$ cat config.mk
export PLATFORM = sky130hd
export DESIGN_NAME = encoder_seq_n_flat
export DESIGN_NICKNAME = d
export VERILOG_FILES = /design/src/rtl/enc_pkg.sv /design/src/rtl/encoder_seq_n_if.sv /design/src/rtl/prio_enc_comb.sv /design/src/rtl/encoder_seq_n.sv /design/src/flat_wrapper.sv
export SDC_FILE = /design/constraint.sdc
export NUM_CORES = 1
export LEC_CHECK = 0
export CAP_MARGIN = 20
export CORE_UTILIZATION = 35
export DETAILED_ROUTE_END_ITERATION = 10
export SYNTH_ARGS = -nofsm -noshare
export SYNTH_HDL_FRONTEND = slang
export SYNTH_SLANG_ARGS = --single-unit
$ cat constraint.sdc
create_clock -name clk -period 2 [get_ports clk]
set_clock_uncertainty 0.05 [all_clocks]
set_input_delay 0.4 -clock clk [delete_from_list [all_inputs] [get_ports clk]]
set_output_delay 0.4 -clock clk [all_outputs]
set_load 0.05 [all_outputs]
$ cat src/rtl/enc_pkg.sv
// Shared types and helpers for the sequential bitmap encoder.
// Holds the FSM state encoding and a constant-foldable clog2 used for derived widths.
package enc_pkg;

    typedef enum logic {
        IDLE = 1'b0,
        EMIT = 1'b1
    } state_t;

    // Constant function so widths can be derived in parameter declarations.
    function automatic int clog2(input int n);
        int r;
        r = 0;
        while ((1 << r) < n) r++;
        return r;
    endfunction

endpackage

$ cat src/rtl/encoder_seq_n_if.sv
// Bitmap-in / index-out handshake bundle for encoder_seq_n.
// master = producer/consumer side, slave = encoder side.
interface encoder_seq_n_if #(
    parameter int WIDTH  = 8,
    parameter int CODE_W = enc_pkg::clog2(WIDTH)
);
    logic              in_valid;
    logic              in_ready;
    logic [WIDTH-1:0]  data;
    logic              out_valid;
    logic              out_ready;
    logic [CODE_W-1:0] code;
    logic              last;
    logic              none;

    modport master (
        output in_valid, data, out_ready,
        input  in_ready, out_valid, code, last, none
    );

    modport slave (
        input  in_valid, data, out_ready,
        output in_ready, out_valid, code, last, none
    );
endinterface

$ cat src/rtl/prio_enc_comb.sv
// Combinational priority encoder: bitmap -> index of first set bit in the chosen order,
// plus "any bit set" and "exactly one bit set" flags. Zero latency, no handshake.
module prio_enc_comb #(
    parameter int WIDTH     = 8,
    parameter bit MSB_FIRST = 1'b0,
    parameter int CODE_W    = enc_pkg::clog2(WIDTH)
) (
    input  logic [WIDTH-1:0]  bits,
    output logic [CODE_W-1:0] idx,
    output logic              any,
    output logic              one_hot
);

    // First hit in scan order wins; the scan direction selects LSB- or MSB-first.
    always_comb begin
        idx = '0;
        any = 1'b0;
        for (int i = 0; i < WIDTH; i++) begin
            if (!any && bits[MSB_FIRST ? (WIDTH - 1 - i) : i]) begin
                idx = CODE_W'(MSB_FIRST ? (WIDTH - 1 - i) : i);
                any = 1'b1;
            end
        end
    end

    assign one_hot = any && ((bits & (bits - WIDTH'(1))) == '0);

endmodule

$ cat src/rtl/encoder_seq_n.sv
// Sequential bitmap encoder: emits the index of every set bit, one per beat, in priority order.
// Latency 1 from accept to first beat; outputs hold under backpressure; next bitmap may load on the last beat.
module encoder_seq_n
    import enc_pkg::*;
#(
    parameter int WIDTH     = 8,
    parameter int CODE_W    = clog2(WIDTH),
    parameter bit MSB_FIRST = 1'b0
) (
    input  logic            clk,
    input  logic            rst_n,
    encoder_seq_n_if.slave  bus
);

    state_t            state;
    logic [WIDTH-1:0]  pending;
    logic [WIDTH-1:0]  pend_nxt;
    logic              out_valid_q;
    logic [CODE_W-1:0] code_q;
    logic              last_q;
    logic              none_q;

    logic [CODE_W-1:0] nxt_idx;
    logic              nxt_any;
    logic              nxt_one_hot;
    logic              in_ready;
    logic              accept;
    logic              beat;

    assign beat     = out_valid_q & bus.out_ready;
    assign in_ready = (state == IDLE) | (beat & last_q);
    assign accept   = bus.in_valid & in_ready;

    // A new bitmap overrides the bit-clear of a simultaneous last beat.
    always_comb begin
        pend_nxt = pending;
        if (accept) begin
            pend_nxt = bus.data;
        end else if (beat) begin
            pend_nxt = pending & ~(WIDTH'(1) << code_q);
        end
    end

    // Encoding the next pending value lets code/last/none be registered with one-cycle latency.
    prio_enc_comb #(
        .WIDTH     (WIDTH),
        .MSB_FIRST (MSB_FIRST),
        .CODE_W    (CODE_W)
    ) u_prio (
        .bits    (pend_nxt),
        .idx     (nxt_idx),
        .any     (nxt_any),
        .one_hot (nxt_one_hot)
    );

    always_ff @(posedge clk or negedge rst_n) begin
        if (!rst_n) begin
            state       <= IDLE;
            pending     <= '0;
            out_valid_q <= 1'b0;
            code_q      <= '0;
            last_q      <= 1'b0;
            none_q      <= 1'b0;
        end else begin
            pending <= pend_nxt;
            if (accept) begin
                state       <= EMIT;
                out_valid_q <= 1'b1;
                code_q      <= nxt_idx;
                // An all-zero bitmap still produces exactly one terminating beat.
                last_q      <= nxt_one_hot | ~nxt_any;
                none_q      <= ~nxt_any;
            end else if (beat) begin
                if (last_q) begin
                    state       <= IDLE;
                    out_valid_q <= 1'b0;
                    code_q      <= '0;
                    last_q      <= 1'b0;
                    none_q      <= 1'b0;
                end else begin
                    code_q <= nxt_idx;
                    last_q <= nxt_one_hot;
                end
            end
        end
    end

    assign bus.in_ready  = in_ready;
    assign bus.out_valid = out_valid_q;
    assign bus.code      = code_q;
    assign bus.last      = last_q;
    assign bus.none      = none_q;

endmodule
$ cat src/flat_wrapper.sv
// flat-port wrapper written by rule: the top's interface ports become plain ports
module encoder_seq_n_flat import enc_pkg::*;
#(
    parameter int WIDTH     = 8,
    parameter int CODE_W    = clog2(WIDTH),
    parameter bit MSB_FIRST = 1'b0
)
  (clk, rst_n, bus_in_valid, bus_data, bus_out_ready, bus_in_ready, bus_out_valid, bus_code, bus_last, bus_none);
  encoder_seq_n_if #(.WIDTH(WIDTH), .CODE_W(CODE_W)) bus_i ();
  input  logic clk;
  input  logic rst_n;
  input wire logic [$bits(bus_i.in_valid)-1:0] bus_in_valid;
  input wire logic [$bits(bus_i.data)-1:0] bus_data;
  input wire logic [$bits(bus_i.out_ready)-1:0] bus_out_ready;
  output wire logic [$bits(bus_i.in_ready)-1:0] bus_in_ready;
  output wire logic [$bits(bus_i.out_valid)-1:0] bus_out_valid;
  output wire logic [$bits(bus_i.code)-1:0] bus_code;
  output wire logic [$bits(bus_i.last)-1:0] bus_last;
  output wire logic [$bits(bus_i.none)-1:0] bus_none;
  assign bus_i.in_valid = bus_in_valid;
  assign bus_i.data = bus_data;
  assign bus_i.out_ready = bus_out_ready;
  assign bus_in_ready = bus_i.in_ready;
  assign bus_out_valid = bus_i.out_valid;
  assign bus_code = bus_i.code;
  assign bus_last = bus_i.last;
  assign bus_none = bus_i.none;
  encoder_seq_n #(.WIDTH(WIDTH), .CODE_W(CODE_W), .MSB_FIRST(MSB_FIRST)) u_core (.clk(clk), .rst_n(rst_n), .bus(bus_i));
endmodule
# After elaboration in Yosys (flattened, before gate mapping)
# Cells that the tools add are included.
# word_totals
regBits	14
word_cells	63
# classes
add_sub_neg	1
shift	1
mux	27
bitwise_logic	10
n_reduce_logical	19
# op_table
cell	n
two-way mux 3 bit	9
AND 8 bit	2
two-way mux 1 bit	16
two-way mux 8 bit	2
logical AND 1 bit	8
logical NOT 8 bit	1
NOT 8 bit	1
<< shifter 1 x 3 -> 8 bit, first input constant	1
subtractor 8 x 1 -> 8 bit, second input constant	1
logical NOT 1 bit	7
nonzero test 2 bit	2
AND 1 bit	3
NOT 1 bit	2
bitwise OR 1 bit	2
AND reduction 2 bit	1

# Longest topological paths before layout
# depth
word_depth	31
ltp_mapped	8
mapped_depth_nobuf	7

# Hierarchy
# From an unflattened synthesis, not the netlist that was laid out.
# unflattened
cells_unflattened	101
hier_area_um2	932.1
# modules_own_cells
module	n_inst	cells_each	area_each_um2	seq_area_each_um2
encoder_seq_n	1	75	770.7	350.3
prio_enc_comb	1	26	161.4	0.0

# Worst setup path before layout
# Ideal clock, no wire load.
# synth_path
path_type	reg2reg
start	reg u_core.state
end	reg u_core.code_q[0], in the netlist u_core.bus.code[0]
setup_ns	0.129
arrival_time_ns	2.160
required_ns	1.821
path_slack_ns	-0.339
stages_incl_launch_ff	9
n_path_buf	2
synth_period_minus_slack_ns	2.339
path_cell_list	dfrtp_1 -> buf_4 -> a21bo_4 -> nand2_4 -> buf_6 -> mux2_2 -> o21bai_1 -> a32oi_1 -> o31ai_1
# synth_between
elab_cells_between_ends	39
classes_between	mux: 19; bitwise: 5; reduce/logical: 15
# synth_rtl
item	line_no	text
start, declared	encoder_seq_n.sv:15	state_t state;
start signal, assigned	encoder_seq_n.sv:58	state <= IDLE;
start signal, assigned	encoder_seq_n.sv:67	state <= EMIT;
start signal, assigned	encoder_seq_n.sv:75	state <= IDLE;
AND 1 bit (2 in a row)	-	
bitwise OR 1 bit *	encoder_seq_n.sv:31	assign in_ready = (state == IDLE) | (beat & last_q);
via bus_in_ready	flat_wrapper.sv:15	output wire logic [$bits(bus_i.in_ready)-1:0] bus_in_ready;
AND 1 bit *	encoder_seq_n.sv:32	assign accept = bus.in_valid & in_ready;
two-way mux 8 bit *	encoder_seq_n.sv:37	if (accept) begin
via u_core.pend_nxt[1]	encoder_seq_n.sv:17	logic [WIDTH-1:0] pend_nxt;
logical AND 1 bit *	prio_enc_comb.sv:19	if (!any && bits[MSB_FIRST ? (WIDTH - 1 - i) : i]) begin
two-way mux 1 bit	prio_enc_comb.sv:19	
(+13 left out)	-	
logical AND 1 bit	prio_enc_comb.sv:19	
two-way mux 1 bit	prio_enc_comb.sv:19	
logical NOT 1 bit	prio_enc_comb.sv:19	
logical AND 1 bit	prio_enc_comb.sv:19	
two-way mux 3 bit *	prio_enc_comb.sv:19	
two-way mux 3 bit	encoder_seq_n.sv:74	if (last_q) begin
two-way mux 3 bit	encoder_seq_n.sv:73	end else if (beat) begin
two-way mux 3 bit *	encoder_seq_n.sv:66	if (accept) begin
end signal, assigned	encoder_seq_n.sv:69	code_q <= nxt_idx;
end signal, assigned	encoder_seq_n.sv:81	code_q <= nxt_idx;
end, declared	encoder_seq_n.sv:19	logic [CODE_W-1:0] code_q;
# Mark *: on every way through the listed nets, which the timed path passes. The rest lies on a longest branch. The select of a mux whose other input is x is not followed.
# A chain may end at the register's enable or synchronous reset.

# Final worst setup path
# layout_path
start	reg u_core.state
end	reg u_core.last_q, in the netlist u_core.bus.last
# layout_between
elab_cells_between_ends	39
classes_between	add/sub: 1; mux: 13; bitwise: 8; reduce/logical: 17
# layout_rtl
item	line_no	text
AND 1 bit (2 in a row)	-	
bitwise OR 1 bit	encoder_seq_n.sv:31	
AND 1 bit	encoder_seq_n.sv:32	
two-way mux 8 bit *	encoder_seq_n.sv:37	
via u_core.pend_nxt[3]	encoder_seq_n.sv:17	
logical AND 1 bit	prio_enc_comb.sv:19	
two-way mux 1 bit	prio_enc_comb.sv:19	
logical NOT 1 bit	prio_enc_comb.sv:19	
(+7 left out)	-	
two-way mux 1 bit	prio_enc_comb.sv:19	
logical NOT 1 bit	prio_enc_comb.sv:19	
logical AND 1 bit	prio_enc_comb.sv:19	
two-way mux 1 bit	prio_enc_comb.sv:19	
logical AND 1 bit	prio_enc_comb.sv:26	assign one_hot = any && ((bits & (bits - WIDTH'(1))) == '0);
two-way mux 1 bit	encoder_seq_n.sv:74	
two-way mux 1 bit	encoder_seq_n.sv:73	
two-way mux 1 bit *	encoder_seq_n.sv:66	
end signal, assigned	encoder_seq_n.sv:71	last_q <= nxt_one_hot | ~nxt_any;
end signal, assigned	encoder_seq_n.sv:82	last_q <= nxt_one_hot;
end, declared	encoder_seq_n.sv:20	logic last_q;
# Marks and branches as above.

==> metrics.yaml <==
die:
  ios: 19
  dieArea_sq_um: 3178
  start_util: 0.3720
  die_x_um: 56.37
  core_sq_um: 2781
  rows: 19
  fp.dieH_um: 56.37
yosys:
  synth_cell_types: 48
  synth_area_sq_um: 1035
  synth_seq_cells: 14
  synth_edf_count: 0
  syn-instance-count: 112
  ys_seq_area_frac: 0.3386
  ys.flop_type: "dfrtp_1"
  syn_area_per_cell_sq_um: 9.239
  synth_fp_nets: 124
  synthArstFlopShare: 1.000
  ys_warn_count: 0
clocking:
  cts_hold_buf: 0
  clk_latency_ns: 0.29
  cts_sinks: 14
  clkTransAtPathRegs_ns: 0.09
  cts_tree: "built"
  cts_made_buffers: 3
  cts_root_buf: "clkbuf_4"
  cts_max_level: 1
  cts_buffer_depth: 2
place:
  dp_hpwl_um: 2367
  dpl-instance-area_sq_um: 1445
  gp_congestion: 0.8881
  io_buffers: 18
sta:
  finalHoldViolCount: 0
  setup_viol: 0
  max_freq_ghz: 0.5030
  finalMaxSlewViolations: 0
  holdWs_ns: 0.3569
  period_needed_ns: 1.988
  tightest_slew_ns: 0.4954
  relSlewSlack: 0.6687
  finalCritPeriodShare: 0.9941
worst_setup_path:
  required_ns: 2.16
  r2r_start: "u_core.state$_DFFE_PN0P_"
  r2r_cells: 8
  critPathMaxFanout: 6
  worstSetupEndpointType: "flip-flop"
  arrival_ns: 2.15
  start_kind: "flip-flop"
  critical_path_class: "reg -> reg"
  reg2reg_slack_ns: 0.01
  rr_endpoint: "u_core.bus.last$_DFFE_PN0P_"
drt:
  vias: 1062
  avgViaCountPerCell: 5.391
  wl_per_cell_um: 15.65
  drt-pass1-iter-count: 4
  drt-initial-drc-count: 31
  totalWireLength_um: 3084
  ant_nets: 0
  drc_errors: 0
job:
  drv_cap: 0
worst_hold_path:
  hold_path_class: "in -> async"
global_route:
  top_usage_layer: "met2"
  use_met2: 0.3350
  grt_pass1_vias: 1047
  antenna_found_initial: 0
  grt_start_max_net_pins: 15
  grtUsageMet3: 0.05069
  use_met1: 0.2529
  grt_overflow_total: 0
  grt_pass1_wl_um: 4843
  grt_usage: 0.2023
pwr:
  switching_power_uw: 940.8
  peakVddDrop_v: 0.0009045
  power.internal_uw: 1228
  powerDensity_nw_per_um2: 1391
  p_leak_uw: 0.0007223
  switching_share: 0.4338
  clkPwrFrac: 0.100
  p_comb_frac: 0.664
  seqPwrFrac: 0.236
run_status:
  status: "completed"
layout:
  n_antenna_cell: 0
  nets: 179
  final_cell_area_sq_um: 1559
  nFillCells: 257
  drive_gt1_frac: 0.4277
  area_growth_pct: 50.67
## worst max path at each step
stage | startpoint | cells after the start | endpoint
6_report | u_core.state$_DFFE_PN0P_ | 8 | u_core.bus.last$_DFFE_PN0P_
3_3_place_gp | bus_out_ready | 8 | u_core.bus.code[1]$_DFFE_PN0P_
5_1_grt | u_core.state$_DFFE_PN0P_ | 8 | u_core.bus.last$_DFFE_PN0P_
2_1_floorplan | u_core.state$_DFFE_PN0P_ | 8 | u_core.bus.last$_DFFE_PN0P_
4_1_cts | u_core.bus.code[0]$_DFFE_PN0P_ | 6 | u_core.bus.last$_DFFE_PN0P_
3_5_place_dp | bus_out_ready | 8 | u_core.bus.last$_DFFE_PN0P_
## kinds of logic (layout without fill, tap and decap cells)
kind of cell | count (synthesis) | in the layout | synth area share
AND/OR/NAND/NOR | 37 | 37 | 0.1886
AO/OA/AOI/OAI | 36 | 36 | 0.2685
multiplexers | 9 | 9 | 0.1040
adder cells (fa/ha/maj) | 1 | 1 | 0.01088
buffers and inverters | 14 | 68 | 0.08101
XOR/XNOR | 1 | 1 | 0.008466
flip-flops | 14 | 14 | 0.3386
## cell usage after synthesis, types with 2 or more instances
master | number | share of area
dfrtp_1 | 14 | 0.34
nand2_1 | 11 | 0.040
inv_1 | 8 | 0.029
nand3_1 | 7 | 0.034
o21ai_0 | 7 | 0.034
a21oi_1 | 6 | 0.029
nor2_1 | 6 | 0.022
mux2_2 | 4 | 0.044
mux2i_1 | 4 | 0.039
nand2b_1 | 3 | 0.018
o31ai_1 | 3 | 0.022
buf_6 | 2 | 0.022
o21a_1 | 2 | 0.015
## power groups by stage
stage | Combinational (uW) | Clock (uW) | Sequential (uW)
finish | 1440 | 216 | 513
global route | 1530 | 231 | 533
CTS | 1310 | 223 | 509
detailed placement | 1300 | 0 | 516
global placement | 1280 | 0 | 509
floorplan | 730 | 0 | 583
## cells in the final DEF (no fill, tap or decap), drive strengths merged, types with 2 or more instances in the layout
cell type      synthesis  layout
a21oi                  6       6
buf                    5      43
clkbuf                 0       5
clkdlybuf4s50          0      11
dfrtp                 14      14
inv                    9       9
mux2                   4       4
mux2i                  5       5
nand2                 12      12
nand2b                 3       3
nand3                  8       8
nand3b                 2       2
nor2                   6       6
o21a                   2       2
o21ai                  9       9
o31a                   2       2
o31ai                  4       4
## sequential cells by signal, indices dropped and copies added, names as in the netlist
register and count:
u_core.bus.none 1, u_core.bus.code 3, u_core.pending 8, u_core.state 1, u_core.bus.last 1
## stage by stage
step	utilization	worst slack (ns)	TNS [ns]	cells	total power, uW
final	0.5605	0.01180	0	197	2168
after global routing	0.5605	-0.02816	-0.02923	197	2296
after CTS	0.5349	0.01086	0	193	2044
after detailed placement	0.5196	-0.5316	-2.579	188	1816
after global placement	0.5196	-0.4756	-2.219	188	1793
after floorplan	-	-0.1380	-0.3410	112	1313
## routing by layer
metal	wire (um)	vias to the layer above
met1	1334	504
met2	1567	31
met4	47	0
met5	0	-
met3	134	6
li1	-	521
## timing repair
action | in CTS | in global routing
gates cloned | 0 | 0
setup buffers | 1 | 4
resized for setup | 1 | 12
setup endpoints to repair | 5 | 3
## critical path: stages (launching register included)
cell	delay, ns
dfrtp_2	0.43
buf_4	0.14
nand3b_4	0.10
o21a_1	0.24
mux2i_2	0.19
inv_1	0.10
maj3_2	0.31
o221a_1	0.20
a31oi_1	0.15
## cell type report
type,instances,area [sq um],share of cell area
Inverter,9,33.78,0.02167
Clock buffer,4,36.28,0.02327
Timing Repair Buffer,55,450.4,0.2889
Sequential cell,14,355.3,0.2279
Tap cell,31,38.79,0.02488
Multi-Input combinational cell,84,644.4,0.4133
Note: power is estimated with default switching activity, not from simulation.
